**config.mk**
```make
export PLATFORM = sky130hd
export DESIGN_NAME = dmem_arbiter
export DESIGN_NICKNAME = d
export VERILOG_FILES = /design/src/rtl/dmem_arbiter.sv
export SDC_FILE = /design/constraint.sdc
export NUM_CORES = 1
export LEC_CHECK = 0
export ABC_AREA = 1
export BUFFER_PORTS_ARGS = -buffer_cell sky130_fd_sc_hd__buf_2
export CAP_MARGIN = 20
export CELL_PAD_IN_SITES_DETAIL_PLACEMENT = 2
export CELL_PAD_IN_SITES_GLOBAL_PLACEMENT = 2
export CORE_MARGIN = 4
export CORE_UTILIZATION = 29
export CTS_BUF_LIST = sky130_fd_sc_hd__clkbuf_4
export DETAILED_ROUTE_END_ITERATION = 8
export PLACE_DENSITY_LB_ADDON = 0.1
export SLEW_MARGIN = 20
export SYNTH_ARGS = -nofsm -noshare
export SYNTH_HDL_FRONTEND = slang
export SYNTH_SLANG_ARGS = --single-unit
export TNS_END_PERCENT = 100
```
**constraint.sdc**
```tcl
create_clock -name clock -period 4.1 [get_ports clock]
set_clock_uncertainty 0.05 [all_clocks]
set_input_delay 0.205 -clock clock [delete_from_list [all_inputs] [get_ports clock]]
set_output_delay 0.205 -clock clock [all_outputs]
set_load 0.02 [all_outputs]
```
**src/rtl/dmem_arbiter.sv**
```systemverilog
// Two-port arbiter in front of the single data_memory port: port A (MEM stage) has priority,
// port B (loader/debug) is guaranteed service by a starvation counter.
module dmem_arbiter #(
    parameter int unsigned STARVE_LIMIT = 4,
    parameter int unsigned CNT_W        = 4
) (
    input  logic        clock,
    input  logic        reset,
    input  logic        req_a,
    input  logic        req_b,
    input  logic        we_a,
    input  logic        we_b,
    input  logic [31:0] addr_a,
    input  logic [31:0] addr_b,
    input  logic [31:0] wdata_a,
    input  logic [31:0] wdata_b,
    input  logic [1:0]  size_a,
    input  logic [1:0]  size_b,
    output logic        ack_a,
    output logic        ack_b,
    output logic        err_a,
    output logic        err_b,
    output logic [31:0] rdata_a,
    output logic [31:0] rdata_b,
    output logic [31:0] mem_addr_out,
    output logic [31:0] mem_wdata_out,
    output logic [1:0]  mem_size_out,
    output logic        mem_re_out,
    output logic        mem_we_out,
    input  logic [31:0] mem_rdata_in
);

    typedef enum logic [1:0] {
        S_IDLE  = 2'd0,
        S_SERVE = 2'd1,
        S_ACK   = 2'd2
    } state_e;

    localparam logic [CNT_W-1:0] LIMIT = CNT_W'(STARVE_LIMIT);

    // Unmapped regions and sub-word reads are rejected without touching memory.
    function automatic logic is_bad(input logic we, input logic [31:0] addr, input logic [1:0] size);
        logic mapped;
        mapped = (addr[31:16] == 16'h1000) || (addr[31:16] == 16'h7fff) || (addr[31:16] == 16'hffff);
        return !mapped || (!we && (size != 2'b11));
    endfunction

    state_e           state_q, state_d;
    logic             owner_q, owner_d;
    logic             we_q, we_d;
    logic             bad_q, bad_d;
    logic [31:0]      addr_q, addr_d;
    logic [31:0]      wdata_q, wdata_d;
    logic [1:0]       size_q, size_d;
    logic [CNT_W-1:0] wait_q, wait_d;
    logic             mem_re_q, mem_re_d;
    logic             mem_we_q, mem_we_d;
    logic             ack_a_q, ack_a_d, err_a_q, err_a_d;
    logic             ack_b_q, ack_b_d, err_b_q, err_b_d;
    logic [31:0]      rdata_a_q, rdata_a_d;
    logic [31:0]      rdata_b_q, rdata_b_d;
    logic             pick_b_s;
    logic [31:0]      rd_val_s;

    // Next-state, grant selection and response generation.
    always_comb begin
        state_d   = state_q;
        owner_d   = owner_q;
        we_d      = we_q;
        bad_d     = bad_q;
        addr_d    = addr_q;
        wdata_d   = wdata_q;
        size_d    = size_q;
        wait_d    = wait_q;
        mem_re_d  = 1'b0;
        mem_we_d  = 1'b0;
        ack_a_d   = 1'b0;
        err_a_d   = 1'b0;
        ack_b_d   = 1'b0;
        err_b_d   = 1'b0;
        rdata_a_d = rdata_a_q;
        rdata_b_d = rdata_b_q;
        pick_b_s  = 1'b0;
        rd_val_s  = 32'h0000_0000;
        case (state_q)
            S_IDLE: begin
                if (req_a || req_b) begin
                    pick_b_s = req_b && (!req_a || (wait_q == LIMIT));
                    owner_d  = pick_b_s;
                    we_d     = pick_b_s ? we_b    : we_a;
                    addr_d   = pick_b_s ? addr_b  : addr_a;
                    wdata_d  = pick_b_s ? wdata_b : wdata_a;
                    size_d   = pick_b_s ? size_b  : size_a;
                    bad_d    = is_bad(we_d, addr_d, size_d);
                    mem_re_d = !bad_d && !we_d;
                    mem_we_d = !bad_d && we_d;
                    if (pick_b_s) begin
                        wait_d = {CNT_W{1'b0}};
                    end else if (req_b && (wait_q != LIMIT)) begin
                        wait_d = wait_q + CNT_W'(1);
                    end else begin
                        wait_d = wait_q;
                    end
                    state_d = S_SERVE;
                end else begin
                    state_d = S_IDLE;
                end
            end
            S_SERVE: begin
                rd_val_s = (!we_q && !bad_q) ? mem_rdata_in : 32'h0000_0000;
                if (owner_q) begin
                    rdata_b_d = rd_val_s;
                    ack_b_d   = 1'b1;
                    err_b_d   = bad_q;
                end else begin
                    rdata_a_d = rd_val_s;
                    ack_a_d   = 1'b1;
                    err_a_d   = bad_q;
                end
                state_d = S_ACK;
            end
            S_ACK: begin
                state_d = S_IDLE;
            end
            default: begin
                state_d = S_IDLE;
            end
        endcase
    end

    // State and output registers; reset drops the strobes without waiting for a clock edge.
    always_ff @(posedge clock or negedge reset) begin
        if (!reset) begin
            state_q   <= S_IDLE;
            owner_q   <= 1'b0;
            we_q      <= 1'b0;
            bad_q     <= 1'b0;
            addr_q    <= 32'h0000_0000;
            wdata_q   <= 32'h0000_0000;
            size_q    <= 2'b00;
            wait_q    <= {CNT_W{1'b0}};
            mem_re_q  <= 1'b0;
            mem_we_q  <= 1'b0;
            ack_a_q   <= 1'b0;
            err_a_q   <= 1'b0;
            ack_b_q   <= 1'b0;
            err_b_q   <= 1'b0;
            rdata_a_q <= 32'h0000_0000;
            rdata_b_q <= 32'h0000_0000;
        end else begin
            state_q   <= state_d;
            owner_q   <= owner_d;
            we_q      <= we_d;
            bad_q     <= bad_d;
            addr_q    <= addr_d;
            wdata_q   <= wdata_d;
            size_q    <= size_d;
            wait_q    <= wait_d;
            mem_re_q  <= mem_re_d;
            mem_we_q  <= mem_we_d;
            ack_a_q   <= ack_a_d;
            err_a_q   <= err_a_d;
            ack_b_q   <= ack_b_d;
            err_b_q   <= err_b_d;
            rdata_a_q <= rdata_a_d;
            rdata_b_q <= rdata_b_d;
        end
    end

    assign ack_a         = ack_a_q;
    assign ack_b         = ack_b_q;
    assign err_a         = err_a_q;
    assign err_b         = err_b_q;
    assign rdata_a       = rdata_a_q;
    assign rdata_b       = rdata_b_q;
    assign mem_addr_out  = addr_q;
    assign mem_wdata_out = wdata_q;
    assign mem_size_out  = size_q;
    assign mem_re_out    = mem_re_q;
    assign mem_we_out    = mem_we_q;

endmodule
```
# [Yosys cells after proc, flatten, opt, wreduce, memory -nomap -nowiden]
# Index checks and enable logic that the tools add are counted.
[word_totals] ff_bits=145 output_inout_bits=136 wordCells=69
[classes] addsub=1 eq_ne=7 muxes=21 n_bitwise=1 n_reduce_logical=23
[ops] cell="two-way mux 32 bit" n=3
[ops] cell="equality test 16 x 13 -> 1 bit (second input constant)" n=1
[ops] cell="equality test 16 x 15 -> 1 bit (second input constant)" n=1
[ops] cell="equality test 16 bit (second input constant)" n=1
[ops] cell="two-way mux 1 bit" n=14
[ops] cell="two-way mux 4 bit" n=2
[ops] cell="logical AND 1 bit" n=6
[ops] cell="logical NOT 1 bit" n=6
[ops] cell="AND reduction 2 bit" n=3
[ops] cell="logical OR 1 bit" n=5
[ops] cell="adder 4 x 1 -> 4 bit (second input constant)" n=1
[ops] cell="equality test 4 x 3 -> 1 bit (second input constant)" n=1
[ops] cell="!= test 4 x 3 -> 1 bit (second input constant)" n=1
[ops] cell="one-hot mux 2 bit (2 select lines)" n=1
[ops] cell="AND reduction 3 bit" n=1
[ops] cell="equality test 2 x 1 -> 1 bit (second input constant)" n=1
[ops] cell="logical NOT 2 bit" n=1
[ops] cell="two-way mux 2 bit" n=1
[ops] cell="!= test 2 bit (second input constant)" n=1
[ops] cell="nonzero test 2 bit" n=1
[ops] cell="NOT 1 bit" n=1

# [Depth between registers and ports, before layout]
[depth] depth_word=13 depth_mapped=15

# [Worst setup path after synthesis]
# Ideal clock, no wire load.
[synth_path] path_kind="flip-flop to flip-flop" start="register wait_q[0]" end="register mem_re_q, in the netlist mem_re_out" setup_ns=0.069 arrival_ns=1.612 required_time_ns=3.981 setup_slack_ns=2.369 path_stages_with_launch=16 path_buffers=1 period_less_slack_ns=1.731 path_cell_list="dfrtp_1 inv_1 ha_1 nand3_2 nand2_4 nand2_4 buf_6 nand2_2 nand2_1 nor2_1 nand2_1 nor2_1 nand2_1 nand2_1 nand2_1 nor2_2"
[synth_via] elab_chain_cells=13 word_cells_on_any_way=20 cone_classes="5 x eq/ne; 5 x mux; 10 x reduce/logical"
[synth_rtl] item="start, declared" line_no="55" rtl="logic [CNT_W-1:0] wait_q, wait_d;"
[synth_rtl] item="start signal, assigned" line_no="141" rtl="wait_q <= {CNT_W{1'b0}};"
[synth_rtl] item="start signal, assigned" line_no="158" rtl="wait_q <= wait_d;"
[synth_rtl] item="equality test 4 x 3 -> 1 bit *" line_no="88" rtl="pick_b_s = req_b && (!req_a || (wait_q == LIMIT));"
[synth_rtl] item="logical OR 1 bit *" line_no="88"
[synth_rtl] item="logical AND 1 bit *" line_no="88"
[synth_rtl] item="two-way mux 32 bit" line_no="91" rtl="addr_d = pick_b_s ? addr_b : addr_a;"
[synth_rtl] item="equality test 16 x 13 -> 1 bit / equality test 16 x 15 -> 1 bit (equally long branches)" line_no="44" rtl="mapped = (addr[31:16] == 16'h1000) || (addr[31:16] == 16'h7fff) || (addr[31:16] == 16'hffff);"
[synth_rtl] item="logical OR 1 bit (2 in series)" line_no="44"
[synth_rtl] item="logical NOT 1 bit" line_no="45" rtl="return !mapped || (!we && (size != 2'b11));"
[synth_rtl] item="logical OR 1 bit" line_no="45"
[synth_rtl] item="logical NOT 1 bit" line_no="95" rtl="mem_re_d = !bad_d && !we_d;"
[synth_rtl] item="logical AND 1 bit *" line_no="95"
[synth_rtl] item="two-way mux 1 bit *" line_no="87" rtl="if (req_a || req_b) begin"
[synth_rtl] item="two-way mux 1 bit *" line_no="85" rtl="case (state_q)"
[synth_rtl] item="named net mem_re_d" line_no="56" rtl="logic mem_re_q, mem_re_d;"
[synth_rtl] item="end signal, assigned" line_no="159" rtl="mem_re_q <= mem_re_d;"
[synth_rtl] item="end, declared" line_no="56"
# The timed path passes the listed nets; every way through them passes the cells marked *.
# A chain may end at the register's enable or synchronous reset.

# [Worst setup path after layout]
[layout_path] start="register wait_q[0]" end="register addr_q[12], in the netlist mem_addr_out[12]"
[layout_via] elab_chain_cells=4
[layout_rtl] item="equality test 4 x 3 -> 1 bit" line_no="88"
[layout_rtl] item="logical OR 1 bit" line_no="88"
[layout_rtl] item="logical AND 1 bit" line_no="88"
[layout_rtl] item="two-way mux 32 bit" line_no="91"
[layout_rtl] item="end signal, assigned" line_no="155" rtl="addr_q <= addr_d;"
[layout_rtl] item="end, declared" line_no="52" rtl="logic [31:0] addr_q, addr_d;"
# Every way passes these cells.

==> metrics <==
synthesized instance count 721; synth warn 0; top cells by area, synth dfrtp_1 55%, mux2_2 11%, a21oi_1 7.6%; largest family of logic cells by synthesized area simple AND/OR/NAND/NOR gates; Final Cycle Share 85.4%; grt ovf 0; Pwr per Cell Area 569 nW/µm²; die outline height 159 µm; GPL Wtd Cong 0.743; critical path type reg2reg; CTS root buf clkbuf_4; Seq/Total Area, Yosys 54.8%; #FFs+latches synth 145; pin count of the biggest net entering global routing 98; die area 25300 µm²; Worst EP required 4.55 ns; number of CTS-inserted buffers 17; f_max 285 MHz; initial DRC count 186; vias in the first global route 8001; Post-synth EDFFs 0; Syn Area/Cell 9.18 µm²; RSZ-0062 raised after global routing false; CP max FO 80; pre-CTS setup slack 1.18 ns; dpl cell area 8370 µm²; fraction of the mapped netlist area in compound gates 9.66%; Post-Synth Adder-Cell Area 0.378%; Post-synth ARST share 100%; max_cap viols 0; Primary FF master, synth dfrtp_1; Post-Synth XOR/XNOR Area 0.132%; Skew-Pair Late Insertion Delay 0.54 ns; Slew HR 30.0%; clock buffer depth 2; status finished clean; CP arrival 3.95 ns; Initial Util 29.3%; share of layout cells above drive strength 1 35.6%; fin. max-slew vios 0; hold crit path type in2reg; Clock transition at path regs 0.16 ns; initial antenna violation count 7; DR vias/cell 4.68; CORE AREA 22600 µm²; clk sinks 145; Worst setup EP type register; worst slew pin tran 1.05 ns; Hold Slack 0.0245 ns; final hold violation count 0; DP Wirelength 16800 µm; Antenna Nets Post-Route 0; area delta synth->final 55.1%; Netlist cell types 28; top cell type by total area after synthesis dfrtp_1; Routed WL 27400 µm; Std-Cell Rows 55; Worst Setup Start Kind register; Total GRT Usage 21.8%; Post-Layout Inst Area 10300 µm²; top cell type's share of synthesized area 54.8%; post-synthesis mux area share 10.9%; Commonest cells post-synth 145 x dfrtp_1, 132 x nand2_1, 105 x nor2_1; simple-gate portion of the synthesized area 17.5%; Ports 306; Layout Nets 1343; syn_nets 893; Max VDD drop 0.283 mV; top-count cell post-synth dfrtp_1; Min Clock Period, post-route 3.50 ns; Port Buffers 305; synthesized area 6620 µm²; CTS tree built; H-tree depth 4; die width 159 µm; Post-CTS Setup Repair Bufs 0; setup TNS 0 ns; first-pass GRT wire length 44700 µm; drc violations 0; 1st-pass router iterations 4; setup slack after layout 0.597 ns; Routed WL per cell 18.6 µm; total number of vias 6898; leakage power 5.42 nW; endpoints failing setup 0
==> critical path, stage by stage (launching register included) <==
cell	delay, ns
dfrtp_1	0.41
inv_1	0.11
ha_1	0.19
nand3_2	0.10
nand2_4	0.26
nand2_4	0.58
inv_2	0.27
buf_4	0.51
nand2_1	0.12
a21oi_1	0.22
dlygate4sd3_1	0.60
==> layout by cell type (no fill, tap or decap), types with 2 or more instances in the layout <==
| master | count |
|---|---|
| inv_1 | 59 |
| nand2_1 | 132 |
| inv_8 | 3 |
| ha_1 | 2 |
| o21ai_0 | 16 |
| diode_2 | 5 |
| o22ai_1 | 2 |
| nor3_1 | 2 |
| dlygate4sd3_1 | 160 |
| nand3b_1 | 10 |
| buf_2 | 304 |
| a31oi_1 | 4 |
| a21oi_1 | 100 |
| mux2_2 | 64 |
| clkbuf_4 | 17 |
| nand2_4 | 2 |
| buf_4 | 7 |
| nor2_1 | 105 |
| inv_2 | 4 |
| clkinv_4 | 2 |
| nor2_2 | 3 |
| nand2_2 | 3 |
| nand3_1 | 19 |
| dfrtp_1 | 145 |
| clkinvlp_4 | 2 |
| inv_6 | 5 |
==> path summary, 6_finish.rpt <==
check / start / end / slack [ns] / cells after the start
min in group asynchronous: reset / rdata_a[17]$_DFFE_PN0P_ / 0.22 / 2
max reg2reg: wait_q[0]$_DFFE_PN0P_ / mem_addr_out[12]$_DFFE_PN0P_ / 0.60 / 10
max: wait_q[0]$_DFFE_PN0P_ / mem_addr_out[12]$_DFFE_PN0P_ / 0.60 / 10
max in group asynchronous: reset / state_q[1]$_DFF_PN0_ / 2.75 / 3
min: addr_a[18] / mem_addr_out[18]$_DFFE_PN0P_ / 0.02 / 5
min reg2reg: state_q[1]$_DFF_PN0_ / state_q[1]$_DFF_PN0_ / 0.43 / 1
==> kinds of logic (layout without fill, tap and decap cells) <==
| family | count (synthesis) | count (layout) |
|---|---|---|
| AO/OA/AOI/OAI | 125 | 125 |
| XOR/XNOR | 1 | 1 |
| adder cells (fa/ha/maj) | 2 | 2 |
| buffers and inverters | 104 | 567 |
| flip-flops | 145 | 145 |
| multiplexers | 64 | 64 |
| other | 0 | 5 |
| AND/OR/NAND/NOR | 280 | 280 |
==> layer usage <==
metal | GRT usage [%] | wire, µm
met5 | 0 | 14
met1 | 25.6 | 11100
met3 | 5.59 | 1490
met2 | 39.1 | 14200
met4 | 7.06 | 634
==> power breakdown <==
part	internal, W	switching (W)	leakage, nW	total, W
combinational	0.00120	0.00168	3.44	0.00288
clock	0.000321	0.000618	0.147	0.000939
sequential	0.00181	0.000204	1.84	0.00202
==> final cells by class <==
class,count,area (µm²)
fill,2523,12300
sequential,145,3630
timing repair buffer,472,3190
multi-input combinational,472,2560
tap,285,357
inverter,63,236
clock inverter,15,149
clock buffer,17,128
antenna,5,12.5
==> state kept, by name, indices dropped and copies added (netlist names), 2 cells and up <==
register       flops
mem_addr_out      32
mem_wdata_out     32
rdata_a           32
rdata_b           32
wait_q             4
mem_size_out       2
state_q            2
==> per-stage QoR <==
stage | utilization (%) | total power [W] | instances
after detailed placement | 37.1 | 0.00427 | 1277
after floorplan | - | 0.00343 | 721
after CTS | 45.4 | 0.00582 | 1469
after global routing | 45.5 | 0.00629 | 1474
final | 45.5 | 0.00584 | 1474
after global placement | 37.1 | 0.00422 | 1277
==> timing repair <==
item | in CTS | in global routing
hold endpoints to repair | 220 | 0
hold buffers | 160 | 0
resized for setup | 0 | 0
Note: power is estimated with default switching activity, not from simulation.
